===== config.mk =====
export PLATFORM = sky130hd
export DESIGN_NAME = eros_obi_addr_demux
export DESIGN_NICKNAME = d
export VERILOG_FILES = /design/src/rtl/eros_obi_addr_demux.sv
export SDC_FILE = /design/constraint.sdc
export NUM_CORES = 1
export LEC_CHECK = 0
export ABC_AREA = 1
export CAP_MARGIN = 20
export CORE_AREA = 2 2 336 338
export DETAILED_ROUTE_END_ITERATION = 10
export DIE_AREA = 0 0 338 340
export GPL_ROUTABILITY_DRIVEN = 1
export PLACE_DENSITY_LB_ADDON = 0.25
export SLEW_MARGIN = 20
export SYNTH_ARGS = -nofsm -noshare
export SYNTH_HDL_FRONTEND = slang
export SYNTH_SLANG_ARGS = --single-unit
export TNS_END_PERCENT = 20

===== constraint.sdc =====
create_clock -name clk_i -period 3.6 [get_ports clk_i]
set_input_delay 0.36 -clock clk_i [delete_from_list [all_inputs] [get_ports clk_i]]
set_output_delay 0.36 -clock clk_i [all_outputs]
set_load 0.01 [all_outputs]

===== src/rtl/eros_obi_addr_demux.sv =====
// Single-master OBI address demultiplexer with an in-order response guarantee, a built-in error
// responder for unmapped accesses and a saturating decode-error counter.
module eros_obi_addr_demux #(
  parameter int unsigned NumSlaves = 5,
  parameter int unsigned NumRules  = 5,
  parameter int unsigned MaxTrans  = 4,
  parameter logic [31:0] ErrRData  = 32'hBADACCE5
) (
  input  logic                              clk_i,
  input  logic                              rst_ni,
  // Each rule packed as {idx[95:64], start_addr[63:32], end_addr[31:0]}, end exclusive.
  input  logic [NumRules-1:0][95:0]         addr_map_i,
  input  logic                              err_cnt_clr_i,
  input  logic                              req_i,
  output logic                              gnt_o,
  input  logic [31:0]                       addr_i,
  input  logic [31:0]                       wdata_i,
  input  logic                              we_i,
  input  logic [3:0]                        be_i,
  output logic                              rvalid_o,
  output logic                              err_o,
  output logic [31:0]                       rdata_o,
  output logic [NumSlaves-1:0]              slv_req_o,
  input  logic [NumSlaves-1:0]              slv_gnt_i,
  output logic [31:0]                       slv_addr_o,
  output logic [31:0]                       slv_wdata_o,
  output logic                              slv_we_o,
  output logic [3:0]                        slv_be_o,
  input  logic [NumSlaves-1:0]              slv_rvalid_i,
  input  logic [NumSlaves-1:0]              slv_err_i,
  input  logic [NumSlaves-1:0][31:0]        slv_rdata_i,
  output logic [3:0]                        outstanding_o,
  output logic [15:0]                       err_cnt_o
);

  localparam int unsigned     TgtW   = $clog2(NumSlaves + 1);
  localparam logic [TgtW-1:0] TgtErr = TgtW'(NumSlaves);

  logic [TgtW-1:0] w_tgt;
  logic [TgtW-1:0] r_last_tgt;
  logic [3:0]      r_cnt;
  logic [3:0]      w_cnt_d;
  logic            r_err_pend;
  logic [15:0]     r_err_cnt;
  logic            w_tgt_err;
  logic            w_issue;
  logic            w_accept;

  // Later rules override earlier ones, so the highest-numbered match wins.
  always_comb begin
    w_tgt = TgtErr;
    for (int unsigned r = 0; r < NumRules; r++) begin
      if ((addr_i >= addr_map_i[r][63:32]) && (addr_i < addr_map_i[r][31:0])) begin
        w_tgt = (addr_map_i[r][95:64] < NumSlaves) ? TgtW'(addr_map_i[r][95:64]) : TgtErr;
      end
    end
  end

  assign w_tgt_err = (w_tgt == TgtErr);
  // Only one target may have responses in flight, which keeps responses in order.
  assign w_issue   = (r_cnt < 4'(MaxTrans)) && ((r_cnt == 4'd0) || (w_tgt == r_last_tgt));

  always_comb begin
    slv_req_o = '0;
    gnt_o     = 1'b0;
    if (w_issue) begin
      if (w_tgt_err) begin
        gnt_o = req_i;
      end else begin
        for (int unsigned s = 0; s < NumSlaves; s++) begin
          if (w_tgt == TgtW'(s)) begin
            slv_req_o[s] = req_i;
            gnt_o        = slv_gnt_i[s];
          end
        end
      end
    end
  end

  assign w_accept    = req_i & gnt_o;
  assign slv_addr_o  = addr_i;
  assign slv_wdata_o = wdata_i;
  assign slv_we_o    = we_i;
  assign slv_be_o    = be_i;

  // The cnt mask drops stale slave responses, e.g. ones arriving after a reset.
  always_comb begin
    rvalid_o = 1'b0;
    err_o    = 1'b0;
    rdata_o  = '0;
    if (r_err_pend) begin
      rvalid_o = 1'b1;
      err_o    = 1'b1;
      rdata_o  = ErrRData;
    end else if (r_cnt != 4'd0) begin
      for (int unsigned s = 0; s < NumSlaves; s++) begin
        if (r_last_tgt == TgtW'(s)) begin
          rvalid_o = slv_rvalid_i[s];
          err_o    = slv_err_i[s];
          rdata_o  = slv_rdata_i[s];
        end
      end
    end
  end

  assign w_cnt_d = r_cnt + 4'(w_accept) - 4'(rvalid_o);

  always_ff @(posedge clk_i or negedge rst_ni) begin
    if (!rst_ni) begin
      r_cnt      <= 4'd0;
      r_last_tgt <= '0;
      r_err_pend <= 1'b0;
      r_err_cnt  <= 16'd0;
    end else begin
      r_cnt      <= w_cnt_d;
      r_err_pend <= w_accept & w_tgt_err;
      if (w_accept) begin
        r_last_tgt <= w_tgt;
      end
      if (err_cnt_clr_i) begin
        r_err_cnt <= 16'd0;
      end else if (w_accept && w_tgt_err && (r_err_cnt != 16'hFFFF)) begin
        r_err_cnt <= r_err_cnt + 16'd1;
      end
    end
  end

  assign outstanding_o = r_cnt;
  assign err_cnt_o     = r_err_cnt;

endmodule


Word level (Yosys, flattened, before mapping)
Cells that the tools add are included.

Output and inout bits: 129. Register bits after elaboration: 24. Bits of input ports: 728.

Muxes and demuxes: 47. Equal/unequal tests: 11. Bitwise operators: 2. $lt $le $gt $ge: 16. $add $sub $neg: 3. Reduce and logical (&&, ||, !) cells: 14.

Operators by type and width (count): 32-bit two-way mux (7); 32-bit greater-or-equal comparator (5); 32-bit by 3-bit < comparator with 1-bit output, second input constant (5); 32-bit < comparator (5); 16-bit two-way mux (2); 3-bit two-way mux (10); 1-bit two-way mux (26); 16-bit by 1-bit adder with 16-bit output, second input constant (1); 16-bit inequality test, second input constant (1); 3-bit by 2-bit equality test with 1-bit output, second input constant (4); 5-bit two-way mux (2); 3-bit equality test, second input constant (3); 1-bit logical AND (8); 3-bit by 1-bit equality test with 1-bit output, second input constant (2); 3-bit zero test (2); 4-bit by 1-bit adder with 4-bit output (1); 4-bit zero test (1); 4-bit by 3-bit < comparator with 1-bit output, second input constant (1); 4-bit nonzero test (1); 4-bit by 1-bit subtractor with 4-bit output (1); 3-bit equality test (1); 1-bit AND (2); 2-bit nonzero test (1); 1-bit logical OR (1).

Depth between registers and ports, before layout
Gate-level depths: netlist of the first run.

Depth after elaboration: 20. Depth in mapped cells: 34. Mapped depth without buffers: 34.

Worst setup path before layout of the first run
OpenSTA, ideal clock, no wires.

Path type: input -> register. Start: input port addr_map_i[159] (netlist name). End: register r_cnt[2], in the netlist outstanding_o[2]. Slack: 0.021 ns. Required time: 3.477 ns. Buffers on the path: 0. Setup time: 0.123 ns. Stages: 28. Data arrival time: 3.457 ns. Path through: inv_1 > ha_1 > nand2_1 > nor2_2 > nand2_2 > nor4_4 > nand2_1 > nand3_2 > nand3_4 > or2_0 > nand2_1 > nand2_1 > nand2_1 > nand2_1 > nand3_2 > nand2_2 > nor3_2 > nand2_1 > nand3b_1 > nand2_1 > nand2_2 > nand2_2 > ha_1 > inv_1 > ha_1 > inv_1 > fa_1 > xnor2_1.

Cells in the longest elaborated chain, start to end: 17. Elaborated cells between the ends (all ways): 25. Those cells by class: 2 x add/sub; 1 x order compare; 6 x eq/ne; 11 x mux; 1 x bitwise; 4 x reduce/logical.

Ends and longest elaborated chain: from (decl) (RTL line 12) `input logic [NumRules-1:0][95:0] addr_map_i,`; 32-bit greater-or-equal comparator (*) (RTL line 53) `if ((addr_i >= addr_map_i[r][63:32]) && (addr_i < addr_map_i[r][31:0])) begin`; 1-bit logical AND (*) (RTL line 53); 3-bit two-way mux (*) (4 in a row) (RTL line 53); 3-bit zero test (RTL line 71) `if (w_tgt == TgtW'(s)) begin`; 1-bit two-way mux (5 in a row) (RTL line 71); 1-bit two-way mux (RTL line 67) `if (w_tgt_err) begin`; 1-bit two-way mux (*) (RTL line 66) `if (w_issue) begin`; 1-bit AND (*) (RTL line 80) `assign w_accept = req_i & gnt_o;`; 4-bit by 1-bit adder with 4-bit output (*) (RTL line 106) `assign w_cnt_d = r_cnt + 4'(w_accept) - 4'(rvalid_o);`; 4-bit by 1-bit subtractor with 4-bit output (*) (RTL line 106); net w_cnt_d[2] (RTL line 42) `logic [3:0] w_cnt_d;`; to (signal assigned) (RTL line 115) `r_cnt <= w_cnt_d;`; to (decl) (RTL line 41) `logic [3:0] r_cnt;`.

The timed path passes the listed nets; every way through them passes the cells marked *. A chain may end at the register's enable or synchronous reset.

Final worst setup path of the first run
Start: input port addr_map_i[415] (netlist name). End: register r_cnt[1], in the netlist outstanding_o[1].

Cells in the longest elaborated chain, start to end: 14. Elaborated cells between the ends (all ways): 22. Those cells by class: 2 x add/sub; 1 x order compare; 6 x eq/ne; 8 x mux; 1 x bitwise; 4 x reduce/logical.

Ends and longest elaborated chain (RTL line): 32-bit < comparator (*) (53); 1-bit logical AND (*) (53); 3-bit two-way mux (*) (53); 3-bit zero test (71); 1-bit two-way mux (5 in a row) (71); 1-bit two-way mux (67); 1-bit two-way mux (*) (66); 1-bit AND (*) (80); 4-bit by 1-bit adder with 4-bit output (*) (106); 4-bit by 1-bit subtractor with 4-bit output (*) (106); net w_cnt_d[1] (42).

Marked as above.

==> results of run 1 <==
[cell families after synthesis]
family                   after synthesis  share of synthesized area
AO/OA/AOI/OAI                        326                      0.163
XOR/XNOR                              15                     0.0105
adder cells (fa/ha/maj)              323                      0.324
buffers and inverters                518                      0.178
flip-flops                            24                     0.0480
AND/OR/NAND/NOR                      752                      0.277
[power groups by stage]
stage / registers, µW / clock network, µW / logic (µW)
finish: 354 / 319 / 5370
detailed placement: 356 / 0 / 4600
global route: 357 / 344 / 5860
global placement: 356 / 0 / 4630
floorplan: 356 / 0 / 2000
CTS: 354 / 330 / 5000
[layout by cell type, fill, tap and decap left out, drive strengths merged, types with 36 or more instances in the layout]
cell type | Yosys | final
ha | 322 | 322
nor3 | 41 | 41
o21ai | 39 | 39
dlygate4sd2 | 0 | 84
clkdlybuf4s50 | 0 | 592
o211ai | 51 | 51
nor4 | 36 | 36
inv | 416 | 416
dlymetal6s2s | 0 | 73
nand2 | 360 | 360
buf | 74 | 301
nor2 | 155 | 155
nand3 | 100 | 100
a21oi | 152 | 152
[what timing repair did]
action                     CTS  global route
setup endpoints to repair   30            29
hold buffers                 0             0
setup buffers               41            28
pin swaps                  237           241
gates cloned                 1             0
resized for setup          598           464
[per-stage QoR]
stage          hold slack (ps)  area [µm²]  instances
5_1_grt                    497       27900       4430
2_1_floorplan             64.4       12500       1958
3_3_place_gp               534       23500       4358
4_1_cts                    477       25700       4397
3_5_place_dp               543       23500       4358
6_report                   465       27900       4434
[sequential cells by signal, indices dropped and copies added, names as in the netlist]
name and cells:
err_cnt_o 16, outstanding_o 4, r_last_tgt 3, r_err_pend 1
[how the worst max path moves through the flow]
stage | end
global placement | outstanding_o[1]$_DFF_PN0_
global route | outstanding_o[1]$_DFF_PN0_
finish | outstanding_o[1]$_DFF_PN0_
floorplan | outstanding_o[2]$_DFF_PN0_
CTS | outstanding_o[1]$_DFF_PN0_
detailed placement | outstanding_o[2]$_DFF_PN0_
[layer usage]
metal	global-route usage	vias up
met2	0.245	559
met5	0	-
li1	-	8449
met4	0.0272	32
met1	0.171	7722
met3	0.0264	127
[critical path: stages]
cell	delay [ps]
clkdlybuf4s50_1	450
inv_1	50
ha_1	310
nand4_1	170
buf_4	200
nor4_4	350
buf_4	200
a21boi_4	60
nand2_4	110
buf_6	140
nand3_4	110
nand2_8	110
inv_4	50
nor2_4	130
nand3_2	80
nand3b_1	90
nand2_1	80
nand2_2	110
nand2_4	60
ha_4	210
inv_2	60
ha_4	130
inv_2	40
fa_2	520
inv_2	30
[area by class of cell]
type / count / area share
Multi-Input combinational cell: 1416 / 0.473
Timing Repair Buffer: 1060 / 0.377
Tap cell: 1500 / 0.0673
Inverter: 417 / 0.0565
Sequential cell: 24 / 0.0216
Clock buffer: 3 / 0.00269
Antenna cell: 13 / 0.00117
Clock inverter: 1 / 0.00108
==> results.md, run 1 <==
- Logic pwr share: 0.889
- Count leader, synth: inv_1
- Fin. max-slew vios: 0
- Final worst path period share: 1.13
- Drt drc: 0
- CP Class: in -> reg
- Setup WS pre-CTS: -1840 ps
- Worst Slack Setup Final: -456 ps
- Seq cells post-synth: 24
- Most instantiated cells after synthesis: 411 x inv_1, 349 x nand2_1, 322 x ha_1
- Worst Clk Skew: ~4.4 ps
- Share of the synthesized area in the top cell type: 0.322
- DR WL met2: 41,600 µm
- Synth warnings: 0
- Crit path capture type: register
- Mapped Area: 0.0125 mm²
- Final Hold Vio Count: 0
- Maximum root-to-sink buffer count: 2
- Clock transition at path regs: 60 ps
- Number of DRC markers in iteration 0: 465
- Share of layout cells above drive strength 1: 0.318
- Final min period: between 4000 and 5000 ps
- Nets: 3,973
- FP Rows: 123
- Cell variety after synth: 61
- Power per Cell Area: 217 mW/mm²
- EDFF count, synth: 0
- Worst skew pair latency: 260 ps
- Failing checks: setup timing
- Core ar.: about 0.11 mm²
- Cells after Synth: 1,958
- Mean Syn Cell Area: 6.39 µm²
- Ranking of synthesized cells by area: ha_1 32%, inv_1 12%, nand2_1 10%
- Reg-to-reg endpoint: outstanding_o[1]$_DFF_PN0_
- CTS tree: done
- Die Wd: 338 µm
- Worst R2R Path Depth: 13
- Metal-1 WL: approximately 35,000 µm
- Dpl hpwl: 73,300 µm
- Internal power: 3340 µW
- ANT nets after route: 0
- HP Class: in -> async
- Starting density of the core: 0.112
- Crit path DAT: 4220 ps
- Crit Path Max Fanout: 5
- Post-Route WL: around 84,000 µm
- Maximum VDD drop: ~0.00016 V
- R2R Setup Slk: around 700 ps
- MaxCap Viol Count: 0
- Area occupied by registers: approximately 600 µm²
- Sw power: between 2000 and 3000 µW
- Switching share of power: 0.448
- Flop pwr share: 0.059
- Die Height: 340 µm
- Final TNS setup: -3150 ps
- Wire per inst: 18.9 µm
- Multi-input logic area: around 0.013 mm²
- Setup crit start kind: input port
- GP Congestion: between 0.8 and 0.9
- Slew at the pin closest to its max-slew limit: 661 ps
- Asr flop ratio synth: 1.00
- Area leader, netlist: ha_1
- Leakage power of the design: 0.0130 µW
- Register area share after synthesis: 0.0480
- # fillers: 12,325
- Post-layout util: 0.250
- IO buf count: just under 800
- Top FF cell, synth: dfrtp_1
- Drt pass-1 iters: 5
- Status: finished, violations left
- Total gr overflow: 0
- Vias per inst: 3.81
- Synthesized Nets: 3,009
- Critical Path RT: approximately 3800 ps
- # H-tree levels: 1
- Area growth syn-to-layout: 123%
- # IOs: 857
- FMAX: about 250 MHz
- Reg2reg start: r_last_tgt[0]$_DFFE_PN0P_
- TritonCTS Buffers: 3
- Largest net degree at the start of global routing: 47
- Endpoints failing setup: 9
- Met3 WL: 5320 µm
- CTS root buf: clkbuf_16
- DR top layer: met5
- Total Routing Usage GR: 0.138
- DR vias: 16,889
- Tot Pwr: 6050 µW
- Sink Count: 24
- Antenna violations before repair: 53
- Max_slew headroom: 0.558
- CP Launch Point: addr_map_i[415]
- Die area: 0.115 mm²
- Global-route wire length before repair: 115,000 µm
- Clk pwr share: 0.053
- Vias in the first global route: 17,261
- Unrepaired setup endpoints after global routing: yes
Power figures use the tool's default switching activity.
==> run 2, diff against run 1 <==
--- a/config.mk
+++ b/config.mk
@@ -12,6 +12,7 @@
 export DIE_AREA = 0 0 338 340
 export GPL_ROUTABILITY_DRIVEN = 1
 export PLACE_DENSITY_LB_ADDON = 0.25
+export SKIP_CTS_REPAIR_TIMING = 1
 export SLEW_MARGIN = 20
 export SYNTH_ARGS = -nofsm -noshare
 export SYNTH_HDL_FRONTEND = slang
==> run 2 against run 1 <==
  * The run still ends with setup timing left
  * Via count down 0.96%
  * Critical endpoint is now slv_req_o[3]
  * First-iteration DRC count increased by 5.6%
  * Critical path type is now in -> out
  * Clock power about the same
  * Power is 2.4% lower
  * Die area unchanged
  * Global-route usage is 0.44 points lower
  * Combinational power shrank 3%
  * Flip-flop and latch count is the same
  * Register-to-register slack improved by 20 ps
  * Largest cell class unchanged
  * Clock skew about the same
==> results.md, run 2 (same netlist as run 1, synthesis figures left out) <==
- Status: finished, violations left
- Failing checks: setup timing
- Maximum VDD drop: around 0.00016 V
- Die Height: 340 µm
- Max reg flops: 16
- Leakage power of the design: 0.0131 µW
- Crit path capture type: primary output
- Core ar.: around 0.11 mm²
- Share of layout cells above drive strength 1: 0.273
- Met3 Usage GRT: 0.0267
- Worst Slack Setup Final: -508 ps
- Commonest non-fill, non-tap cell in the layout: clkdlybuf4s50_1
- Drt drc: 0
- Drt pass-1 iters: 5
- Worst Clk Skew: between 4 and 5 ps
- Starting density of the core: 0.112
- GR Util met2: 0.235
- # H-tree levels: 1
- Most frequent cells in the layout: 643 x clkdlybuf4s50_1, 321 x inv_1, 266 x nand2_1
- Max_slew headroom: 0.542
- Post-Route WL: 82,800 µm
- Crit path DAT: 3750 ps
- MaxCap Viol Count: 0
- # fillers: roughly 12,000
- Total gr overflow: 0
- Critical Path RT: 3240 ps
- Dpl hpwl: between 70,000 and 80,000 µm
- ANT nets after route: 0
- Slew at the pin closest to its max-slew limit: 684 ps
- Area growth syn-to-layout: 118%
- TritonCTS Buffers: 3
- Power per Cell Area: roughly 220 mW/mm²
- Top Usage Layer GRT: met2
- Final worst path period share: 1.14
- Die area: 0.115 mm²
- FP Rows: approximately 120
- Largest net degree at the start of global routing: 47
- CP Class: in -> out
- Crit Path Max Fanout: 5
- DR vias: 16,727
- Setup crit start kind: input port
- Number of DRC markers in iteration 0: 491
- IO buf count: 782
- HP Class: in -> async
- Grt met1 use: 0.167
- Vias in the first global route: 16,470
- Wire per inst: 18.8 µm
- FMAX: between 200 and 250 MHz
- Nets: 3,949
- Unrepaired setup endpoints after global routing: yes
- # IOs: between 800 and 900
- Total Routing Usage GR: 0.133
- Final min period: between 4000 and 5000 ps
- Clock transition at path regs: 60 ps
- CTS root buf: clkbuf_16
- Post-layout util: 0.244
- Final Hold Vio Count: 0
- Setup WS pre-CTS: -1840 ps
- Global-route wire length before repair: roughly 110,000 µm
- Fin. max-slew vios: 0
- Endpoints failing setup: 10
- Vias per inst: 3.79
- CTS tree: done
- Die Wd: 338 µm
- Antenna violations before repair: 47
- Maximum root-to-sink buffer count: 2
- GP Congestion: roughly 0.87
- Worst skew pair latency: 260 ps
- Sink Count: 24
## run 2: path summary, 6_finish.rpt
| kind | from | to | slack (ps) | depth (start not counted) |
|---|---|---|---|---|
| worst max-delay path | addr_map_i[414] | slv_req_o[3] | -510 | 23 |
| worst min-delay path | rst_ni | err_cnt_o[11]$_DFFE_PN0P_ | 460 | 2 |
| worst max register to register | r_last_tgt[0]$_DFFE_PN0P_ | outstanding_o[1]$_DFF_PN0_ | 710 | 13 |
| worst min register to register | err_cnt_o[4]$_DFFE_PN0P_ | err_cnt_o[4]$_DFFE_PN0P_ | 560 | 2 |
| max in group asynchronous | rst_ni | err_cnt_o[6]$_DFFE_PN0P_ | 2890 | 2 |
| min in group clk_i | err_cnt_o[4]$_DFFE_PN0P_ | err_cnt_o[4]$_DFFE_PN0P_ | 560 | 2 |
## run 2: worst max-delay path: stages
cell	delay (ps)
clkdlybuf4s50_1	480
inv_2	50
ha_4	260
nand4_1	170
buf_4	200
nor4_4	370
buf_4	210
a21boi_4	60
nand2_4	120
buf_6	140
buf_6	90
nand3_2	70
nand3_2	60
nand2_1	50
inv_1	60
nand3_2	70
nand2_2	90
nand2_4	60
nor2_4	130
buf_6	120
clkinvlp_4	180
nor2_4	180
buf_6	120
## run 2: routing by layer
metal / wire length, µm / vias up
met5: 181 / -
met4: 1570 / 30
met3: 5880 / 113
met2: 40800 / 563
met1: 34300 / 7615
li1: - / 8406
## run 2: final cells by class
class	instances	area, µm²	share of cell area
inverter	417	1570	0.0577
tap	1500	1880	0.0689
timing repair buffer	1036	10500	0.385
clock inverter	1	30.0	0.00110
sequential	24	601	0.0220
antenna	16	40.0	0.00147
clock buffer	3	75.1	0.00276
multi-input combinational	1416	12600	0.461
## run 2: through the flow
step	power, µW	std cells	setup TNS (ps)	hold WS, ps	cell area, µm²
floorplan	2360	1958	0	64.4	12500
global placement	4980	4358	-41350	534	23500
detailed placement	4960	4358	-40660	543	23500
CTS	5310	4362	-34530	477	23600
global route	6410	4406	-8680	497	27200
finish	5900	4413	-4000	463	27200
## run 2: where the power goes
part,switching (µW),total [µW],internal [µW]
registers,42.1,352,310
clock network,98.2,319,221
logic,2500,5230,2730
==> run 3, diff against run 2 <==
--- a/config.mk
+++ b/config.mk
@@ -11,8 +11,9 @@
 export DETAILED_ROUTE_END_ITERATION = 10
 export DIE_AREA = 0 0 338 340
 export GPL_ROUTABILITY_DRIVEN = 1
+export GPL_TIMING_DRIVEN = 0
 export PLACE_DENSITY_LB_ADDON = 0.25
-export SKIP_CTS_REPAIR_TIMING = 1
+export SETUP_SLACK_MARGIN = 0.02
 export SLEW_MARGIN = 20
 export SYNTH_ARGS = -nofsm -noshare
 export SYNTH_HDL_FRONTEND = slang
==> run 3 against run 2 <==
  * Design area decreased by 0.21%
  * First-iteration DRC count up 19%
  * Cell count fell by 0.36%
  * The run still ends with setup timing left
  * Core utilization is 0.051 points lower
  * Global-route usage rose by 0.30 points
  * Critical path depth fell by 1
  * Flip-flop and latch count unchanged
  * Worst setup slack improved by 130 ps
  * Die area unchanged
  * Power increased by 0.65%
  * Critical path type is now in -> reg
  * Highest routed layer unchanged
  * Register-to-register slack worse by 280 ps
==> results.md, run 3 (same netlist as run 1, synthesis figures left out) <==
- Status: finished, violations left
- Failing checks: setup timing
- Die Wd: 338 µm
- Crit-path cells: clkdlybuf4s50_1 -> inv_1 -> ha_1 -> nand4_1 -> nor4_4 -> a21boi_4 -> nand2_8 -> inv_8 -> o21ai_4 -> nand2_8 -> nor3_4 -> nand2_1 -> nand3b_1 -> nand2_1 -> nand2_2 -> nand2_4 -> ha_4 -> inv_2 -> ha_4 -> inv_2 -> fa_2 -> inv_1
- Crit Path Max Fanout: 8
- DR vias: approximately 17,000
- HP Class: in -> async
- Post-CTS Hold Buffers: 0
- Leakage power of the design: 0.0124 µW
- Dpl hpwl: 70,500 µm
- CP Class: in -> reg
- IO buf count: 819
- Max_slew headroom: 0.438
- CP Launch Point: addr_map_i[410]
- Vias per inst: 3.81
- Setup crit start kind: input port
- Final worst path period share: 1.10
- Endpoints failing setup: 9
- Largest net degree at the start of global routing: 25
- Final min period: 3970 ps
- Maximum root-to-sink buffer count: 2
- Fin. max-slew vios: 0
- CTS root buf: clkbuf_16
- Die Height: 340 µm
- Global-route wire length before repair: 114,000 µm
- GP Congestion: roughly 0.83
- Slew at the pin closest to its max-slew limit: 843 ps
- Unrepaired setup endpoints after global routing: yes
- Die area: 0.115 mm²
- # IOs: 857
- Vias in the first global route: 16,879
- Crit path DAT: 4130 ps
- Post-layout util: 0.244
- MaxCap Viol Count: 0
- Reg2reg start: r_last_tgt[1]$_DFFE_PN0P_
- FP Rows: 123
- Max incr delay on CP: 540 ps
- WP buf/inv: 6
- DR WL met2: 41,000 µm
- Delay-heaviest family, CP: simple AND/OR/NAND/NOR gates
- Worst Clk Skew: 4.83 ps
- Share of layout cells above drive strength 1: 0.309
- Commonest non-fill, non-tap cell in the layout: clkdlybuf4s50_1
- ANT nets after route: 0
- Total Routing Usage GR: 0.136
- Starting density of the core: 0.112
- Crit path capture type: register
- Metal-1 WL: 34,900 µm
- Maximum VDD drop: 0.000159 V
- Post-Route WL: 83,000 µm
- Final std cell area, no fill: between 0.02 and 0.03 mm²
- Power per Cell Area: 218 mW/mm²
- Antenna violations before repair: 44
- Final Hold Vio Count: 0
- FMAX: 252 MHz
- Area growth syn-to-layout: 117%
- Total gr overflow: 0
- Number of DRC markers in iteration 0: 584
- Placed Area: 0.0226 mm²
- Nets: roughly 4,000
- DR top layer: met5
- Critical Path RT: 3760 ps
- Worst skew pair latency: ~260 ps
- Slowest stage cell, crit path: nor4_4
- Drt drc: 0
- Wire per inst: 18.9 µm
- Clock transition at path regs: 70 ps
- # H-tree levels: 1
- Sink Count: 24
- TritonCTS Buffers: 3
- Most frequent cells in the layout: 598 x clkdlybuf4s50_1, 279 x inv_1, 238 x nand2_1
- R2R Setup Slk: 430 ps
- Worst Slack Setup Final: -374 ps
- Drt pass-1 iters: 5
- CTS tree: done
- Core ar.: 0.112 mm²
- Max reg flops: 16
- Met3 WL: 5540 µm
==> run 3: cell types whose count changed in the layout (fill, tap and decap cells not counted), sizes merged <==
| cell | previous run | this run |
|---|---|---|
| dlygate4sd2 | 0 | 103 |
| dlymetal6s2s | 123 | 42 |
| clkdlybuf4s50 | 643 | 598 |
| buf | 263 | 228 |
| clkbuf | 10 | 39 |
| clkdlybuf4s15 | 0 | 11 |
| diode | 16 | 19 |
| bufinv | 1 | 0 |
| clkinv | 1 | 0 |
| inv | 415 | 416 |
==> run 3: final timing paths <==
kind                                                    to  depth (start not counted)
worst max-delay path            outstanding_o[1]$_DFF_PN0_                         22
worst min-delay path              err_cnt_o[4]$_DFFE_PN0P_                          1
worst max register to register  outstanding_o[1]$_DFF_PN0_                         15
worst min register to register    err_cnt_o[4]$_DFFE_PN0P_                          2
max in group asynchronous       outstanding_o[3]$_DFF_PN0_                          1
min in group clk_i                err_cnt_o[4]$_DFFE_PN0P_                          2
==> run 3: worst register-to-register path, stage by stage, from the launching register on <==
cell and delay, ps:
dfrtp_1 470, inv_1 110, nor2_1 110, inv_1 100, nor2_4 330, clkbuf_1 450, nand2_1 90, nand4_1 130
o211ai_1 100, nand2_1 170, ha_4 230, inv_2 60, ha_4 130, inv_2 30, fa_2 500, inv_1 40
==> run 3: what timing repair did <==
action | in CTS | in global routing
setup endpoints to repair | 63 | 43
pin swaps | 356 | 152
gates resized for setup | 1022 | 250
setup buffers | 78 | 18
cloned | 0 | 0
==> run 3: final cells by class <==
| type | count | area, µm² |
|---|---|---|
| clock buffers | 3 | 75.1 |
| plain buffers | 101 | 677 |
| inverters | 417 | 1590 |
| multi-input cells | 1416 | 13300 |
| well taps | 1500 | 1880 |
| repair buffers | 917 | 9040 |
| fillers | 12404 | 84400 |
| flip-flops and latches | 24 | 601 |
| diodes | 19 | 47.5 |
==> run 3: stage by stage <==
step	hold slack (ps)	TNS, ps	total power [µW]	instances	worst slack, ps
floorplan	64.4	0	2360	1958	20.6
global placement	536	-88710	4740	4277	-3430
detailed placement	407	-58330	4750	4279	-2620
CTS	124	-3250	5710	4360	-434
global route	141	-5060	6450	4393	-561
finish	95.0	-2630	5940	4397	-374
==> run 3: routing by layer <==
layer / GRT usage / vias to the layer above
met5: 0 / -
met4: 0.0238 / 28
met3: 0.0274 / 83
met2: 0.243 / 530
met1: 0.169 / 7716
li1: - / 8376
==> run 3: power by group <==
group / internal [µW] / switching, µW / leakage, µW
Sequential: 310 / 45.5 / 0.000324
Combinational: 2690 / 2650 / 0.0120
Clock: 147 / 102 / 0.0000371
